[src/rtl/fp_sign_stage.sv]
// fp_sign_stage: pipelined fp sign manipulation (pass/abs/neg/neg-abs) with class flags and a skid buffer
module fp_sign_stage #(
  parameter int EXP_WIDTH = 8,
  parameter int MAN_WIDTH = 7,
  parameter int ZERO_CANON = 1,
  localparam int DATA_WIDTH = 1 + EXP_WIDTH + MAN_WIDTH
) (
  input  logic                  clk,
  input  logic                  rst,
  input  logic                  in_valid,
  output logic                  in_ready,
  input  logic [DATA_WIDTH-1:0] in_data,
  input  logic [1:0]            in_mode,
  output logic                  out_valid,
  input  logic                  out_ready,
  output logic [DATA_WIDTH-1:0] out_data,
  output logic                  out_sign,
  output logic [2:0]            out_flags
);
  localparam int PW = DATA_WIDTH + 4;
  logic [EXP_WIDTH-1:0] e;
  logic [MAN_WIDTH-1:0] m;
  logic nan, inf, zero, s, ns, in_fire;
  logic [DATA_WIDTH-1:0] res;
  logic [PW-1:0] pkt, out_pkt, skid;
  // classify the incoming operand and build its result packet {flags, orig sign, data}
  always_comb begin
    e = in_data[DATA_WIDTH-2:MAN_WIDTH];
    m = in_data[MAN_WIDTH-1:0];
    s = in_data[DATA_WIDTH-1];
    nan = (&e) & (|m);
    inf = (&e) & ~(|m);
    zero = ~(|e) & ~(|m);
    ns = in_mode[0] ? in_mode[1] : in_mode[1] ^ s;
    res = nan ? in_data : (zero && ZERO_CANON != 0) ? '0 : {ns, in_data[DATA_WIDTH-2:0]};
    pkt = {nan, inf, zero, s, res};
    in_fire = in_valid & in_ready;
  end
  // output register plus one skid entry; in_ready low exactly while the skid entry holds data
  always_ff @(posedge clk) begin
    if (rst) begin
      out_valid <= 1'b0;
      in_ready <= 1'b1;
      out_pkt <= '0;
      skid <= '0;
    end else begin
      if (!out_valid || out_ready) begin
        out_valid <= !in_ready || in_fire;
        if (!in_ready) out_pkt <= skid;
        else if (in_fire) out_pkt <= pkt;
      end
      if (!in_ready && out_ready) in_ready <= 1'b1;
      else if (in_fire && out_valid && !out_ready) begin
        in_ready <= 1'b0;
        skid <= pkt;
      end
    end
  end
  assign {out_flags, out_sign, out_data} = out_pkt;
endmodule
[config.mk]
export PLATFORM = sky130hd
export DESIGN_NAME = fp_sign_stage
export DESIGN_NICKNAME = d
export VERILOG_FILES = /design/src/rtl/fp_sign_stage.sv
export SDC_FILE = /design/constraint.sdc
export NUM_CORES = 1
export LEC_CHECK = 0
export BUFFER_PORTS_ARGS = -buffer_cell sky130_fd_sc_hd__clkbuf_2
export CORE_ASPECT_RATIO = 0.5
export CORE_MARGIN = 4
export CORE_UTILIZATION = 25
export DETAILED_ROUTE_END_ITERATION = 12
export PLACE_DENSITY = 0.41
export SLEW_MARGIN = 15
export SYNTH_ARGS = -nofsm -noshare
export SYNTH_HDL_FRONTEND = slang
export SYNTH_SLANG_ARGS = --single-unit
[constraint.sdc]
create_clock -name clk -period 1.8 [get_ports clk]
set_input_delay 0.18 -clock clk [delete_from_list [all_inputs] [get_ports clk]]
set_output_delay 0.18 -clock clk [all_outputs]
set_load 0.02 [all_outputs]
==> impl_metrics.json, run 1 <==
{
  "area_delta_synth_final_pct": 28.7,
  "mappedNetlistNets": 227,
  "wl_met2_um": 2020,
  "initial_core_util_pct": 26.2,
  "ir_worst_vdd_mv": 0.304,
  "synth_edf_count": 0,
  "final_core_util_pct": 33.7,
  "grt_max_degree": 43,
  "outcome": "finished clean",
  "grt_pass1_wl_um": 7550,
  "worstPathMaxFanout": 12,
  "grt_pass1_vias": 1503,
  "cp-start-kind": "flip-flop",
  "wl_met1_um": 2360,
  "report.final.slew_viol_count": 0,
  "path_cells": "nor2b_1, buf_4, and3_1, buf_4, nor2_1, a211oi_1",
  "highest_layer": "met4",
  "yosysMostFrequentCell": "dfxtp_1",
  "arrival_ns": 1.58,
  "chipWidth_um": 127,
  "cts_buffers": 5,
  "min_from": "in_data[5]",
  "clock_skew_ns": 0.00354,
  "drive_above_1_share_pct": 26.3,
  "cellLeakagePower_uw": 0.00102,
  "cp-end-kind": "flip-flop",
  "root_buffer": "clkbuf_16",
  "layout.cells.non_filler": 343,
  "rr_endpoint": "skid[15]$_SDFFE_PP0P_",
  "cts.path.max_buffers": 2,
  "min_to": "skid[5]$_SDFFE_PP0P_",
  "crit_path_frequent_cell": "buf_4",
  "dr.pass1.iters": 4,
  "worst_slew_pin_slew_ns": 0.893,
  "clk_pin_slew_ns": 0.06,
  "gp_congestion": 0.748,
  "cts_htree_levels": 2,
  "route.detailed.drc": 0,
  "finalHoldViolations": 0,
  "ant_nets": 0,
  "first_iter_violations": 66,
  "vias_per_cell": 4.51,
  "synth_area_per_cell_um2": 8.69,
  "period_needed_ns": 1.40,
  "final_nets": 272,
  "rsz0062_at_grt": "no",
  "clk_latency_ns": 0.28,
  "io-pin-count": 44,
  "synth_top_area_share_pct": 47.2,
  "max_stage_delay_ns": 0.34,
  "yosys_warnings": 0,
  "cts_hold_buf": 0,
  "port_buffers": 43,
  "synth_common_cells": "dfxtp_1, nand2_1, nor2_1",
  "crit_slowest_cell": "dfxtp_1",
  "async_flop_share_pct": 0,
  "dpl.hpwl_um": 3200,
  "netlist_instances": 205,
  "core_mm2": 0.00681,
  "syn-cell-area_mm2": 0.00178,
  "fmax_mhz": 715,
  "diodes": 0,
  "grt_util_all_layers_pct": 11.0,
  "routed-via-count": 1546,
  "cts_setup_buffers": 0,
  "wl_per_cell_um": 13.3,
  "synthTopCellsByArea": "dfxtp_1, mux2i_1, a211oi_1, nand2_1, a21oi_1",
  "cts.repair.resized": 0,
  "overflow": 0,
  "rr_worst_depth": 6,
  "hold_depth": 3,
  "dp.cells": 335,
  "synth_seq_cells": 42,
  "synth_flop_cell": "dfxtp_1",
  "fillCellCount": 752,
  "maxCapViolations": 0,
  "antenna_found_initial": 0,
  "wl_met3_um": 171,
  "ys_seq_area_share_pct": 47.2,
  "fp.dieH_um": 67.7,
  "ys_types": 25,
  "cts_sinks": 42,
  "p_per_area_mw_per_mm2": 968,
  "drt_wl_total_um": 4570,
  "rrSetupSlack_ns": 0.40,
  "synth.largest_area_cell": "dfxtp_1",
  "min_path_type": "input pin to flip-flop",
  "fin_crit_sh_pct": 77.7,
  "fin_setup_tns_ns": 0,
  "slew_headroom_pct": 40.5,
  "cts_tree": "built",
  "setup_viol": 0,
  "crit-reg2reg-launch": "out_valid$_SDFFE_PP0P_",
  "required_ns": 1.98,
  "rows": 21,
  "critPathKind": "flip-flop to flip-flop",
  "dieArea_mm2": 0.00862
}
==> critical path: cells and delay by family, from the launching register on <==
| kind | cells | cell delay, ns |
|---|---|---|
| flip-flops | 1 | 0.34 |
| AO/OA/AOI/OAI | 1 | 0.20 |
| AND/OR/NAND/NOR | 3 | 0.41 |
| buffers and inverters | 2 | 0.35 |
==> kinds of logic (layout without fill, tap and decap cells) <==
kind of cell | after synthesis | count (layout) | share of synthesized area, %
compound gates | 46 | 46 | 16.9
simple gates | 81 | 81 | 21.1
mux | 19 | 19 | 10.7
xor+xnor | 1 | 1 | 0.492
flops | 42 | 42 | 47.2
buf+inv | 16 | 62 | 3.58
==> power breakdown <==
| group | internal, uW | switching (uW) | total [uW] |
|---|---|---|---|
| Combinational | 118 | 191 | 309 |
| Clock | 550 | 353 | 903 |
| Sequential | 982 | 26.2 | 1010 |
==> metrics by stage <==
step	power [uW]	worst slack [ns]	area, um^2	hold slack, ns
after global placement	1340	0.256	2140	0.441
after CTS	2260	0.376	2290	0.158
after detailed placement	1340	0.226	2140	0.446
final	2220	0.402	2290	0.164
after floorplan	1210	0.226	1780	0.316
after global routing	2330	0.250	2290	0.179
==> flip-flops by register name, indices dropped and copies added (netlist names) <==
register	count
in_ready	1
skid	20
out_pkt	20
out_valid	1
==> metal layers <==
| layer | up-vias | track usage (%) |
|---|---|---|
| met5 | - | 0 |
| li1 | 815 | - |
| met2 | 23 | 17.5 |
| met1 | 706 | 15.4 |
| met4 | 0 | 2.01 |
| met3 | 2 | 2.69 |
==> worst max-delay path by stage <==
stage / start / end / cells after the start / slack (ns)
after global routing: out_valid$_SDFFE_PP0P_ / skid[8]$_SDFFE_PP0P_ / 5 / 0.25
after floorplan: in_ready$_SDFFE_PP1P_ / out_pkt[10]$_SDFFE_PP0P_ / 6 / 0.23
after detailed placement: in_data[3] / out_pkt[18]$_SDFFE_PP0P_ / 5 / 0.23
after CTS: out_valid$_SDFFE_PP0P_ / skid[13]$_SDFFE_PP0P_ / 5 / 0.38
final: out_valid$_SDFFE_PP0P_ / skid[15]$_SDFFE_PP0P_ / 6 / 0.40
after global placement: in_data[3] / out_pkt[18]$_SDFFE_PP0P_ / 5 / 0.26
==> layout by cell type, fill, tap and decap left out <==
master / n
and3_1: 1
dfxtp_1: 42
clkinv_2: 1
nor2b_1: 2
nand2b_1: 2
a21oi_1: 22
a311oi_1: 1
buf_4: 10
or3_1: 1
o21bai_1: 1
a211oi_2: 2
clkbuf_2: 43
nor4_4: 1
buf_12: 1
nor3_1: 1
nand4b_1: 1
xnor2_1: 1
nor2_2: 1
clkbuf_8: 1
nor4_1: 3
or4_4: 1
nand4_1: 3
nand3b_1: 1
clkbuf_1: 1
nand2_1: 38
a211oi_1: 20
and4_1: 1
nor2_1: 23
clkbuf_16: 5
mux2i_1: 19
nand3_1: 1
==> area by class of cell <==
cell class	count	area [um^2]	area share [%]
multi-input cells	147	878	38.3
clock inverters	1	5.00	0.218
flip-flops and latches	42	841	36.7
well taps	92	115	5.02
repair buffers	54	310	13.5
clock buffers	7	143	6.22
Note: power is estimated with default switching activity, not from simulation.
==> run 2: changes to the inputs <==
- ABC_AREA: unset -> 1
- PLACE_DENSITY: 0.41 -> 0.42
- clock period: 1.8 -> 1.2 ns (I/O delays scaled with it)
==> run 2 against run 1 <==
Compared with the run above: first-iteration DRC count increased by 1.5%; global-route usage increased by 1.3 points; flip-flop and latch count unchanged; non-clock buffer count increased by 7; clock skew increased by 0.0025 ns; cell area increased by 4.7%; synthesized cell count increased by 16%; largest power group is now the clock network.
==> impl_metrics.json, run 2 <==
{
  "outcome": "finished clean",
  "mostFrequentLayoutCells": "clkbuf_2, nor2_1, dfxtp_1",
  "p_per_area_mw_per_mm2": 1510,
  "dr.pass1.iters": 5,
  "synth_edf_count": 0,
  "synth_top_area_share_pct": 48.2,
  "fin_crit_sh_pct": 97.3,
  "root_buffer": "clkbuf_16",
  "rsz0062_at_grt": "yes",
  "synthTopCellsByArea": "dfxtp_1, a21oi_1, o21ai_0, nor2_1, nand2_1",
  "core_mm2": 0.00673,
  "required_ns": 1.42,
  "finalHoldViolations": 0,
  "crit_slowest_cell": "dfxtp_2",
  "fin_setup_tns_ns": 0,
  "clock_skew_ns": 0.00600,
  "fmax_mhz": 857,
  "ys_seq_area_share_pct": 48.2,
  "grt_max_degree": 26,
  "diodes": 0,
  "synth_common_cells": "dfxtp_1, nor2_1, a21oi_1",
  "ir_worst_vdd_mv": 0.540,
  "io-pin-count": 44,
  "critical_path.top_delay_family": "simple AND/OR/NAND/NOR gates",
  "mappedNetlistNets": 259,
  "overflow": 0,
  "ys_types": 19,
  "antenna_found_initial": 0,
  "rr_endpoint": "skid[11]$_SDFFE_PP0P_",
  "cts_sinks": 42,
  "area_delta_synth_final_pct": 37.5,
  "drt_wl_total_um": 5190,
  "synth.largest_area_cell": "dfxtp_1",
  "hold_depth": 2,
  "async_flop_share_pct": 0,
  "dp.cells": 372,
  "grt_util_all_layers_pct": 12.3,
  "cts_buffers": 5,
  "cts_tree": "built",
  "wl_per_cell_um": 13.5,
  "arrival_ns": 1.39,
  "clk_latency_ns": 0.28,
  "worst_slew_pin_slew_ns": 0.293,
  "layout.cells.non_filler": 384,
  "crit_buf_inv": 2,
  "reg_top3": "out_pkt x20, skid x20",
  "max_stage_delay_ns": 0.35,
  "cts.path.max_buffers": 2,
  "fp.dieH_um": 67.1,
  "first_iter_violations": 67,
  "synth_area_per_cell_um2": 7.36,
  "slew_headroom_pct": 80.4,
  "setup_viol": 0,
  "rows": 21,
  "grt_pass1_vias": 1626,
  "yosys_warnings": 0,
  "cts_htree_levels": 2,
  "routed-via-count": 1723,
  "min_path_type": "input pin to flip-flop",
  "grt_pass1_wl_um": 8110,
  "drive_above_1_share_pct": 27.1,
  "cp_num_cells": 6,
  "syn-cell-area_mm2": 0.00175,
  "maxCapViolations": 0,
  "crit-reg2reg-launch": "out_valid$_SDFFE_PP0P_",
  "netlist_instances": 237,
  "initial_core_util_pct": 25.9,
  "cp-end-kind": "flip-flop",
  "critPathKind": "flip-flop to flip-flop",
  "route.detailed.drc": 0,
  "period_needed_ns": 1.17,
  "gp_congestion": 0.690,
  "vias_per_cell": 4.49,
  "final_common_cell": "clkbuf_2",
  "report.final.slew_viol_count": 0,
  "path_cells": "nand2_4, nor3_4, buf_6, clkbuf_16, o21ai_1, nor2_1",
  "dieArea_mm2": 0.00846,
  "cp-start-kind": "flip-flop",
  "ant_nets": 0,
  "worstPathMaxFanout": 11,
  "synth_flop_cell": "dfxtp_1",
  "rrSetupSlack_ns": 0.03,
  "rr_worst_depth": 6,
  "clk_pin_slew_ns": 0.06,
  "dpl.hpwl_um": 3480,
  "min_from": "rst",
  "min_to": "out_valid$_SDFFE_PP0P_",
  "synth_seq_cells": 42,
  "port_buffers": 43,
  "chipWidth_um": 126,
  "final_nets": 313,
  "cellLeakagePower_uw": 0.00112
}
==> run 2: cell types whose count changed after synthesis, sizes merged, moves of 2 or more <==
| cell | delta |
|---|---|
| mux2i | -19 |
| nor4 | -4 |
| nand2 | -3 |
| o21ai | +41 |
| nor2 | +18 |
| nand2b | -2 |
| a211oi | -22 |
| clkbuf | -6 |
| nor2b | -2 |
| a21oi | +18 |
| nand3 | +3 |
| a31oi | +3 |
| buf | +4 |
| inv | +12 |
==> run 2: kinds of logic after synthesis <==
group | synth area share, %
and+or+nand+nor | 19.5
buffers and inverters | 7.60
AOI/OAI and AO/OA | 24.7
DFF | 48.2
==> run 2: report_power, final <==
group / internal (uW) / switching (uW) / total [uW]
registers: 1480 / 43.1 / 1530
clock network: 1040 / 546 / 1590
logic: 194 / 311 / 505
==> run 2: cell type report <==
type                            count  area [um^2]
Inverter                           12         52.6
Tap cell                           92          115
Clock buffer                        7          143
Clock inverter                      1         30.0
Fill cell                         749         4330
Multi-Input combinational cell    169          793
Timing Repair Buffer               61          420
Sequential cell                    42          846
==> run 2: how the worst max path moves through the flow <==
stage	startpoint	endpoint
floorplan	in_ready$_SDFFE_PP1P_	skid[0]$_SDFFE_PP0P_
global placement	in_data[3]	skid[15]$_SDFFE_PP0P_
detailed placement	in_data[3]	skid[15]$_SDFFE_PP0P_
CTS	in_ready$_SDFFE_PP1P_	in_ready
global route	out_valid$_SDFFE_PP0P_	skid[2]$_SDFFE_PP0P_
finish	out_valid$_SDFFE_PP0P_	skid[11]$_SDFFE_PP0P_
==> run 2: timing repair <==
item | 4_1_cts | 5_1_grt
setup endpoints to repair | 0 | 21
setup buffers | 0 | 2
resized for setup | 0 | 13
hold buffers | 0 | 0
==> run 2: worst reg2reg max path, cell delays in order, from the launching register on <==
cell and delay [ns]:
dfxtp_2 0.35, nand2_4 0.07, nor3_4 0.19, buf_6 0.16, clkbuf_16 0.17, o21ai_1 0.07, nor2_1 0.12
==> run 2: metal layers <==
metal | routed length [um] | GRT usage, % | part of all wire [%]
met1 | 2740 | 16.9 | 53
met2 | 2180 | 18.9 | 42
met3 | 250 | 3.20 | 4.8
met4 | 16 | 3.61 | 0.31
met5 | 0 | 0 | 0
==> run 2: stage by stage <==
stage                     instance area, um^2  utilization, %  setup WS [ns]  hold WS [ns]  power, uW
after floorplan                          1750               -         -0.123         0.182       1830
after global routing                     2400            35.7        -0.0327        0.0913       3800
after CTS                                2300            34.2        0.00918        0.0648       3640
after global placement                   2130            31.6         0.0300         0.358       2040
final                                    2400            35.7         0.0326        0.0750       3620
after detailed placement                 2130            31.6         0.0257         0.360       2040
